## src/rtl/uart_pkg.sv

```systemverilog
// rtl/uart_pkg.sv - shared constants, FSM encoding and helpers for the configurable UART transmitter
package uart_pkg;

  localparam logic [1:0] PAR_NONE = 2'b00;
  localparam logic [1:0] PAR_EVEN = 2'b01;
  localparam logic [1:0] PAR_ODD  = 2'b10;
  localparam logic [1:0] PAR_RSVD = 2'b11;

  localparam int unsigned MIN_DIV = 2;

  typedef enum logic [2:0] {
    IDLE,
    START,
    DATA,
    PARITY,
    STOP
  } tx_state_e;

  // The reserved encoding behaves exactly like "no parity".
  function automatic logic parity_enabled(input logic [1:0] mode);
    return (mode != PAR_NONE) && (mode != PAR_RSVD);
  endfunction

endpackage

```

## src/rtl/uart_sync_fifo.sv

```systemverilog
// rtl/uart_sync_fifo.sv - register-based synchronous FIFO with a registered read-data output
module uart_sync_fifo #(
  parameter int WIDTH = 8,
  parameter int DEPTH = 4,
  localparam int AW   = $clog2(DEPTH)
) (
  input  logic             clk,
  input  logic             rst_n,
  input  logic             push,
  input  logic [WIDTH-1:0] wdata,
  input  logic             pop,
  output logic [WIDTH-1:0] rdata,
  output logic             full,
  output logic             empty,
  output logic [AW:0]      level
);

  localparam logic [AW:0] FULL_CNT = (AW+1)'(DEPTH);

  logic [WIDTH-1:0] mem_q [DEPTH];
  logic [AW-1:0]    wr_ptr_q, wr_ptr_d;
  logic [AW-1:0]    rd_ptr_q, rd_ptr_d;
  logic [AW:0]      count_q, count_d;
  logic [WIDTH-1:0] rdata_q, rdata_d;
  logic             do_push, do_pop;

  assign full    = (count_q == FULL_CNT);
  assign empty   = (count_q == '0);
  assign level   = count_q;
  assign rdata   = rdata_q;

  // A full FIFO refuses a push even when a pop frees a slot in the same cycle.
  assign do_push = push && !full;
  assign do_pop  = pop && !empty;

  always_comb begin
    wr_ptr_d = wr_ptr_q;
    rd_ptr_d = rd_ptr_q;
    count_d  = count_q;
    rdata_d  = rdata_q;
    if (do_push) begin
      wr_ptr_d = wr_ptr_q + AW'(1);
    end
    if (do_pop) begin
      rd_ptr_d = rd_ptr_q + AW'(1);
      rdata_d  = mem_q[rd_ptr_q];
    end
    case ({do_push, do_pop})
      2'b10:   count_d = count_q + (AW+1)'(1);
      2'b01:   count_d = count_q - (AW+1)'(1);
      default: count_d = count_q;
    endcase
  end

  always_ff @(posedge clk or negedge rst_n) begin
    if (!rst_n) begin
      wr_ptr_q <= '0;
      rd_ptr_q <= '0;
      count_q  <= '0;
      rdata_q  <= '0;
    end else begin
      wr_ptr_q <= wr_ptr_d;
      rd_ptr_q <= rd_ptr_d;
      count_q  <= count_d;
      rdata_q  <= rdata_d;
    end
  end

  always_ff @(posedge clk) begin
    if (do_push) begin
      mem_q[wr_ptr_q] <= wdata;
    end
  end

endmodule

```

## src/rtl/uart_tx_cfg.sv

```systemverilog
// rtl/uart_tx_cfg.sv - FIFO-buffered UART transmitter with runtime divisor, parity and stop-bit selection
module uart_tx_cfg
  import uart_pkg::*;
#(
  parameter int DATA_W     = 8,
  parameter int FIFO_DEPTH = 4,
  parameter int DIV_W      = 16,
  localparam int LVL_W     = $clog2(FIFO_DEPTH) + 1
) (
  input  logic              tx_clk,
  input  logic              tx_reset,
  input  logic              s_valid,
  input  logic [DATA_W-1:0] s_data,
  output logic              s_ready,
  input  logic [DIV_W-1:0]  baud_div,
  input  logic [1:0]        parity_mode,
  input  logic              stop2,
  output logic              tx,
  output logic              busy,
  output logic              tx_done,
  output logic [LVL_W-1:0]  fifo_level
);

  localparam int IDX_W = $clog2(DATA_W);
  localparam logic [IDX_W-1:0] LAST_IDX = IDX_W'(DATA_W - 1);

  tx_state_e         state_q, state_d;
  logic [DIV_W-1:0]  cnt_q, cnt_d;
  logic [DIV_W-1:0]  div_q, div_d;
  logic [1:0]        pmode_q, pmode_d;
  logic              stop2_q, stop2_d;
  logic [DATA_W-1:0] shift_q, shift_d;
  logic [IDX_W-1:0]  idx_q, idx_d;
  logic              stop_idx_q, stop_idx_d;
  logic              par_q, par_d;
  logic              tx_q, tx_d;

  logic              fifo_full, fifo_empty, fifo_pop;
  logic [DATA_W-1:0] fifo_rdata;
  logic [DIV_W-1:0]  div_clamped;
  logic              bit_end, launch, par_next;

  uart_sync_fifo #(
    .WIDTH (DATA_W),
    .DEPTH (FIFO_DEPTH)
  ) u_fifo (
    .clk   (tx_clk),
    .rst_n (tx_reset),
    .push  (s_valid),
    .wdata (s_data),
    .pop   (fifo_pop),
    .rdata (fifo_rdata),
    .full  (fifo_full),
    .empty (fifo_empty),
    .level (fifo_level)
  );

  assign s_ready     = !fifo_full;
  assign busy        = (state_q != IDLE);
  assign tx          = tx_q;
  assign div_clamped = (baud_div < DIV_W'(MIN_DIV)) ? DIV_W'(MIN_DIV) : baud_div;
  assign bit_end     = (cnt_q == div_q - DIV_W'(1));
  assign par_next    = par_q ^ shift_q[0];

  always_comb begin
    state_d    = state_q;
    cnt_d      = bit_end ? '0 : cnt_q + DIV_W'(1);
    div_d      = div_q;
    pmode_d    = pmode_q;
    stop2_d    = stop2_q;
    shift_d    = shift_q;
    idx_d      = idx_q;
    stop_idx_d = stop_idx_q;
    par_d      = par_q;
    tx_d       = tx_q;
    launch     = 1'b0;
    tx_done    = 1'b0;

    case (state_q)
      IDLE: begin
        cnt_d = '0;
        tx_d  = 1'b1;
        if (!fifo_empty) launch = 1'b1;
      end
      START: begin
        // The popped word sits in the FIFO read register until the start bit ends.
        if (bit_end) begin
          state_d = DATA;
          shift_d = fifo_rdata;
          tx_d    = fifo_rdata[0];
          idx_d   = '0;
          par_d   = 1'b0;
        end
      end
      DATA: begin
        if (bit_end) begin
          par_d = par_next;
          if (idx_q == LAST_IDX) begin
            if (parity_enabled(pmode_q)) begin
              state_d = PARITY;
              tx_d    = (pmode_q == PAR_ODD) ? ~par_next : par_next;
            end else begin
              state_d    = STOP;
              tx_d       = 1'b1;
              stop_idx_d = 1'b0;
            end
          end else begin
            idx_d   = idx_q + IDX_W'(1);
            shift_d = shift_q >> 1;
            tx_d    = shift_q[1];
          end
        end
      end
      PARITY: begin
        if (bit_end) begin
          state_d    = STOP;
          tx_d       = 1'b1;
          stop_idx_d = 1'b0;
        end
      end
      STOP: begin
        if (bit_end) begin
          if (stop2_q && !stop_idx_q) begin
            stop_idx_d = 1'b1;
          end else begin
            tx_done = 1'b1;
            if (!fifo_empty) launch = 1'b1;
            else             state_d = IDLE;
          end
        end
      end
      default: begin
        state_d = IDLE;
        tx_d    = 1'b1;
      end
    endcase

    // Frame start: configuration is sampled only here, so mid-frame changes wait.
    if (launch) begin
      state_d = START;
      cnt_d   = '0;
      div_d   = div_clamped;
      pmode_d = parity_mode;
      stop2_d = stop2;
      tx_d    = 1'b0;
    end
  end

  assign fifo_pop = launch;

  always_ff @(posedge tx_clk or negedge tx_reset) begin
    if (!tx_reset) begin
      state_q    <= IDLE;
      cnt_q      <= '0;
      div_q      <= DIV_W'(MIN_DIV);
      pmode_q    <= PAR_NONE;
      stop2_q    <= 1'b0;
      shift_q    <= '0;
      idx_q      <= '0;
      stop_idx_q <= 1'b0;
      par_q      <= 1'b0;
      tx_q       <= 1'b1;
    end else begin
      state_q    <= state_d;
      cnt_q      <= cnt_d;
      div_q      <= div_d;
      pmode_q    <= pmode_d;
      stop2_q    <= stop2_d;
      shift_q    <= shift_d;
      idx_q      <= idx_d;
      stop_idx_q <= stop_idx_d;
      par_q      <= par_d;
      tx_q       <= tx_d;
    end
  end

endmodule

```

## config.mk

```make
export PLATFORM = sky130hd
export DESIGN_NAME = uart_tx_cfg
export DESIGN_NICKNAME = d
export VERILOG_FILES = /design/src/rtl/uart_pkg.sv /design/src/rtl/uart_sync_fifo.sv /design/src/rtl/uart_tx_cfg.sv
export SDC_FILE = /design/constraint.sdc
export NUM_CORES = 1
export LEC_CHECK = 0
export ABC_CLOCK_PERIOD_IN_PS = 9200
export CAP_MARGIN = 20
export CORE_ASPECT_RATIO = 1.25
export CORE_MARGIN = 2
export CORE_UTILIZATION = 35
export DETAILED_ROUTE_END_ITERATION = 7
export GPL_TIMING_DRIVEN = 0
export SLEW_MARGIN = 5
export SYNTH_ARGS = -nofsm -noshare
export SYNTH_HDL_FRONTEND = slang
export SYNTH_SLANG_ARGS = --single-unit
```

## constraint.sdc

```tcl
create_clock -name tx_clk -period 9.2 [get_ports tx_clk]
set_input_delay 2.3 -clock tx_clk [delete_from_list [all_inputs] [get_ports tx_clk]]
set_output_delay 2.3 -clock tx_clk [all_outputs]
set_load 0.02 [all_outputs]
```

## Word level (Yosys, flattened, before mapping)

Memories as Yosys holds them, arrays and structs flattened. A register that Yosys moved wholly into a read port is not among the register bits.
Index checks and enable logic that the tools add are counted.
Widths: inputs -> output; s select.

| cells by class | value |
|---|---|
| add/subtract/negate cells | 7 |
| $lt $le $gt $ge | 1 |
| equal/unequal tests | 28 |
| mux-type cells | 49 |
| bitwise gates (word level) | 2 |
| reductions and logical operators | 20 |

Operator list:

| operator | count |
|---|---|
| $mux 16 | 4 |
| $mux 3 | 12 |
| $mux 8 | 3 |
| $mux 1 | 22 |
| $ne 3x2->1 const B | 7 |
| $ne 2x2->1 const B | 9 |
| $add 16x1->16 const B | 1 |
| $eq 16x16->1 | 1 |
| $lt 16x2->1 const B | 1 |
| $pmux 8 s2 | 1 |
| $sub 16x1->16 const B | 1 |
| $pmux 3 s5 | 1 |
| $pmux 3 s2 | 2 |
| $eq 3x3->1 const B | 3 |
| $reduce_and 4->1 | 2 |
| $reduce_and 8->1 | 1 |
| $reduce_and 7->1 | 1 |
| $add 3x1->3 const B | 2 |
| $eq 3x2->1 const B | 2 |
| $logic_not 3->1 | 2 |
| $reduce_bool 2->1 | 3 |
| $reduce_bool 3->1 | 2 |
| $add 2x1->2 const B | 2 |
| $eq 2x2->1 const B | 2 |
| other kinds (12) | 20 |

| word-level totals | value |
|---|---|
| register bits after elaboration | 59 |
| bits in writable memories | 32 |
| output and inout bits | 7 |
| word-level logic and storage cells | 121 |
| memories kept | 1 |

Memory list:

| name | words | bits a word | rd ports | clocked after memory_dff | wr ports | line | text |
|---|---|---|---|---|---|---|---|
| u_fifo.mem_q | 4 | 8 | 1 | 1 | 1 | uart_sync_fifo.sv:20 | `logic [WIDTH-1:0] mem_q [DEPTH];` |

## Depth between registers and ports, before layout

| depth | value |
|---|---|
| depth in word-level cells | 8 |
| depth in mapped cells | 19 |
| mapped depth without buffers | 16 |

## Cells and area by module

Synthesis repeated with hierarchy kept, for this count alone.

| second synthesis, totals | value |
|---|---|
| cell total of the unflattened synthesis | 439 |
| area, all modules | 5052.3 um^2 |

Modules (own cells, without submodules):

| module | times used | cells an instance | area an instance (um^2) | seq. area each (um^2) |
|---|---|---|---|---|
| uart_tx_cfg | 1 | 327 | 3169.3 | 1303.8 |
| uart_sync_fifo | 1 | 112 | 1883.1 | 1336.3 |

## Worst setup path after synthesis

OpenSTA, ideal clock, no wires.

| timing | value |
|---|---|
| path kind | flip-flop to output port |
| from | reg div_q[1] |
| to | out tx_done |
| data arrival time | 2.864 ns |
| slack | 4.036 ns |
| cell stages (with the launch flop) | 11 |
| cell sequence | dfstp_2 buf_6 inv_1 ha_1 or2_2 a211o_1 a2111oi_0 o32a_1 o2111ai_2 clkbuf_1 nor3_1 |

| between the ends | value |
|---|---|
| word-level cells in the longest chain between the ends | 4 |

Ends and longest elaborated chain:

| element | line | text |
|---|---|---|
| start: declaration | uart_tx_cfg.sv:29 | `logic [DIV_W-1:0] div_q, div_d;` |
| start signal: assignment | uart_tx_cfg.sv:155 | `div_q <= DIV_W'(MIN_DIV);` |
| start signal: assignment | uart_tx_cfg.sv:166 | `div_q <= div_d;` |
| $sub 16x1->16 | uart_tx_cfg.sv:62 | `assign bit_end = (cnt_q == div_q - DIV_W'(1));` |
| $eq 16x16->1 | uart_tx_cfg.sv:62 |  |
| $mux 1 | uart_tx_cfg.sv:122 | `if (bit_end) begin` |
| $mux 1 | uart_tx_cfg.sv:79 | `case (state_q)` |
| end: declaration | uart_tx_cfg.sv:20 | `output logic tx_done,` |

No other way between the ends.

## Worst setup path after layout

| timing | value |
|---|---|
| from | reg div_q[0] |
| to | out tx_done |

The elaborated chain is that of the path after synthesis.

==> results_dict.tcl <==
set metrics [dict create \
    period_needed_ps 6367 \
    end_kind "output port" \
    clock_latency_ps 350 \
    synth_area_leaders "dfrtp_1 31%, edfxtp_1 18%, mux2_4 7.2%, xnor2_1 4.2%, mux4_2 3.4%" \
    grt_pass1_vias 3623 \
    die_x_um 113.3 \
    cts_max_path_buffers 2 \
    h-tree-depth 3 \
    cp_data_required_time_ps 6900 \
    async_flop_share 0.6768 \
    wl_um 10970 \
    power.density_nw_per_um2 182.4 \
    wl_met3_um 446 \
    drv_cap 0 \
    cts_tree "yes" \
    ios 37 \
    synth-main-ff-cell "dfrtp_1" \
    synth_top_area_share 0.3111 \
    viasPerCell 5.232 \
    drt-pass1-iter-count 4 \
    antenna_found_initial 0 \
    clock-root-buffer "clkbuf_16" \
    cts.clk_slew.worst_paths_ps 70 \
    yosys-top-cells-count "65 x dfrtp_1, 33 x nor2_1, 32 x edfxtp_1, 25 x mux2_4, 25 x xnor2_1" \
    die_area_um2 15940 \
    synth_area_leader_cell "dfrtp_1" \
    synth_warnings 0 \
    synth_edf_count 32 \
    final_max_slew_viol_count 0 \
    clock_skew_ps 5.510 \
    hold_violations 0 \
    met2_length_um 5618 \
    n_antenna_cell 0 \
    seqCellArea_um2 2640 \
    finalSetupTns_ps 0 \
    cts_resized 0 \
    ys_types 66 \
    dr.max_layer_used "met4" \
    leakagePower_nw 2.493 \
    seq_area_frac_synth 0.5049 \
    gp_routability_congestion 0.9003 \
    slew_headroom 0.4747 \
    synth_area_um2 5229 \
    hpwlAfterDp_um 7940 \
    drtAntennaViolNets 0 \
    multiInputGateArea_um2 2412 \
    min_period_over_period 0.6921 \
    rsz0062_at_grt "no" \
    drc_errors 0 \
    fp.coreArea_um2 14530 \
    die_h_um 140.7 \
    synth_nets 475 \
    synthCells 434 \
    std_cell_rows 49 \
    whs_ps 501.9 \
    setup_ws_ps 2833 \
    synth-seq-cells 99 \
    syn_avg_cell_area_um2 12.05 \
    fillers 1363 \
    post_drt_wl_per_cell_um 16.49 \
    grt_util_all_layers 0.1479 \
    status "completed" \
    dpl_cell_area_um2 5829 \
    clkSinkCount 99 \
    drive_above_1_share 0.1766 \
    syn2layout_area_growth_pct 16.65 \
    via_count 3479 \
    portBuffers 36 \
    gr-total-overflow 0 \
    post-place-ws_ps 3219 \
    power_w 0.001113 \
    hold_path.class "register to register" \
    finalSetupViolCount 0 \
    wl_met1_um 4675 \
    grt_pass1_wl_um 18290 \
    cp_max_fo 10 \
    synth.most_common_cell "dfrtp_1" \
    post_cts_buffers 0 \
    worst_pin_slew_ps 788.0 \
    grt_max_degree 40 \
    peakVddDrop_uv 155.2 \
    max_freq_mhz 157.1 \
    final_area_um2 6100 \
    critPathKind "register to output port" \
    cts_buffers 9 \
    drt_iter0_drc 222 \
    final_nets 523 \
    postCtsHoldBufs 0 \
    startpoint_type "register" \
    cp.arrival_ps 4070 \
    initial_core_util 0.3599 \
]
[final timing paths]
kind | startpoint | to | slack, ps | cells after the start
max in group asynchronous | tx_reset | tx$_DFFE_PN1P_ | 6720 | 2
worst max-delay path | div_q[0]$_DFFE_PN0P_ | tx_done | 2830 | 11
worst min register to register | shift_q[4]$_DFFE_PN0P_ | shift_q[4]$_DFFE_PN0P_ | 500 | 1
worst min-delay path | shift_q[4]$_DFFE_PN0P_ | shift_q[4]$_DFFE_PN0P_ | 500 | 1
worst max register to register | div_q[0]$_DFFE_PN0P_ | u_fifo.level[2]$_DFFE_PN0P_ | 4850 | 18
min in group asynchronous | tx_reset | div_q[4]$_DFFE_PN0P_ | 1870 | 1
[through the flow]
step             util  cells
3_3_place_gp   0.4000    648
2_1_floorplan       -    434
5_1_grt        0.4198    665
4_1_cts        0.4198    665
6_report       0.4198    665
3_5_place_dp   0.4012    649
[metal layers]
metal / vias to the layer above / GRT usage
li1: 1674 / -
met1: 1719 / 0.1848
met2: 67 / 0.2515
met3: 19 / 0.03310
met4: 0 / 0.05327
met5: - / 0
[worst max-delay path, cell delays in order (launching register included)]
cell             delay (ps)
dfrtp_1                 360
buf_2                   250
inv_1                    90
ha_1                    290
or2_2                   300
a211o_1                 250
a2111oi_0               500
o32a_1                  230
o2111ai_2               250
clkbuf_1                310
nor3_1                  240
clkdlybuf4s50_1         640
[sequential cells by signal, summed over array words and instances (netlist names)]
name,flops
stop_idx_q,1
u_fifo.level,3
par_q,1
u_fifo.wr_ptr_q,2
pmode_q,2
shift_q,8
idx_q,3
u_fifo.mem_q,32
cnt_q,16
div_q,16
state_q,3
stop2_q,1
tx,1
u_fifo.rdata,8
u_fifo.rd_ptr_q,2
[placed cells by master, fill, tap and decap left out, types with 3 or more instances in the layout]
cell type and n:
ha_1 10, nor3b_1 5, buf_6 4, mux2_2 15
nor4_1 10, buf_2 3, nand4_1 4, mux2_4 25
or2_2 3, xor2_1 14, clkbuf_1 12, nand3_1 18
xnor2_1 25, mux2i_1 7, nor3_1 13, a21oi_1 16
clkinv_2 3, o31a_1 3, or3_1 4, dfrtp_1 65
nand2_1 16, o211ai_1 3, clkdlybuf4s50_1 35, edfxtp_1 32
mux4_2 8, nor2_1 33, clkbuf_16 9, nor2b_1 5
o21ai_0 10, nand2b_1 3, inv_1 17, and3_1 9
[final cells by class]
| class | instances | share of cell area |
|---|---|---|
| well taps | 178 | 0.03651 |
| inverters | 18 | 0.01108 |
| multi-input cells | 297 | 0.3955 |
| flip-flops and latches | 99 | 0.4328 |
| clock inverters | 6 | 0.006769 |
| repair buffers | 37 | 0.06195 |
| clock buffers | 10 | 0.03754 |
| plain buffers | 20 | 0.01785 |
[kinds of logic (layout without fill, tap and decap cells)]
logic type | after synthesis | after routing | synth area share
and+or+nand+nor | 138 | 138 | 0.1436
DFF | 99 | 99 | 0.5049
muxes | 55 | 55 | 0.1519
AOI/OAI and AO/OA | 54 | 54 | 0.07275
xor gates and xnor gates | 39 | 39 | 0.06533
buffers and inverters | 38 | 91 | 0.03374
adders and majority gates | 11 | 11 | 0.02776
[power by group]
| group | internal [W] | switching, W | total (W) |
|---|---|---|---|
| sequential | 0.000513 | 0.0000432 | 0.000557 |
| clock | 0.000184 | 0.000164 | 0.000348 |
| combinational | 0.000100 | 0.000108 | 0.000208 |
Note: power is estimated with default switching activity, not from simulation.
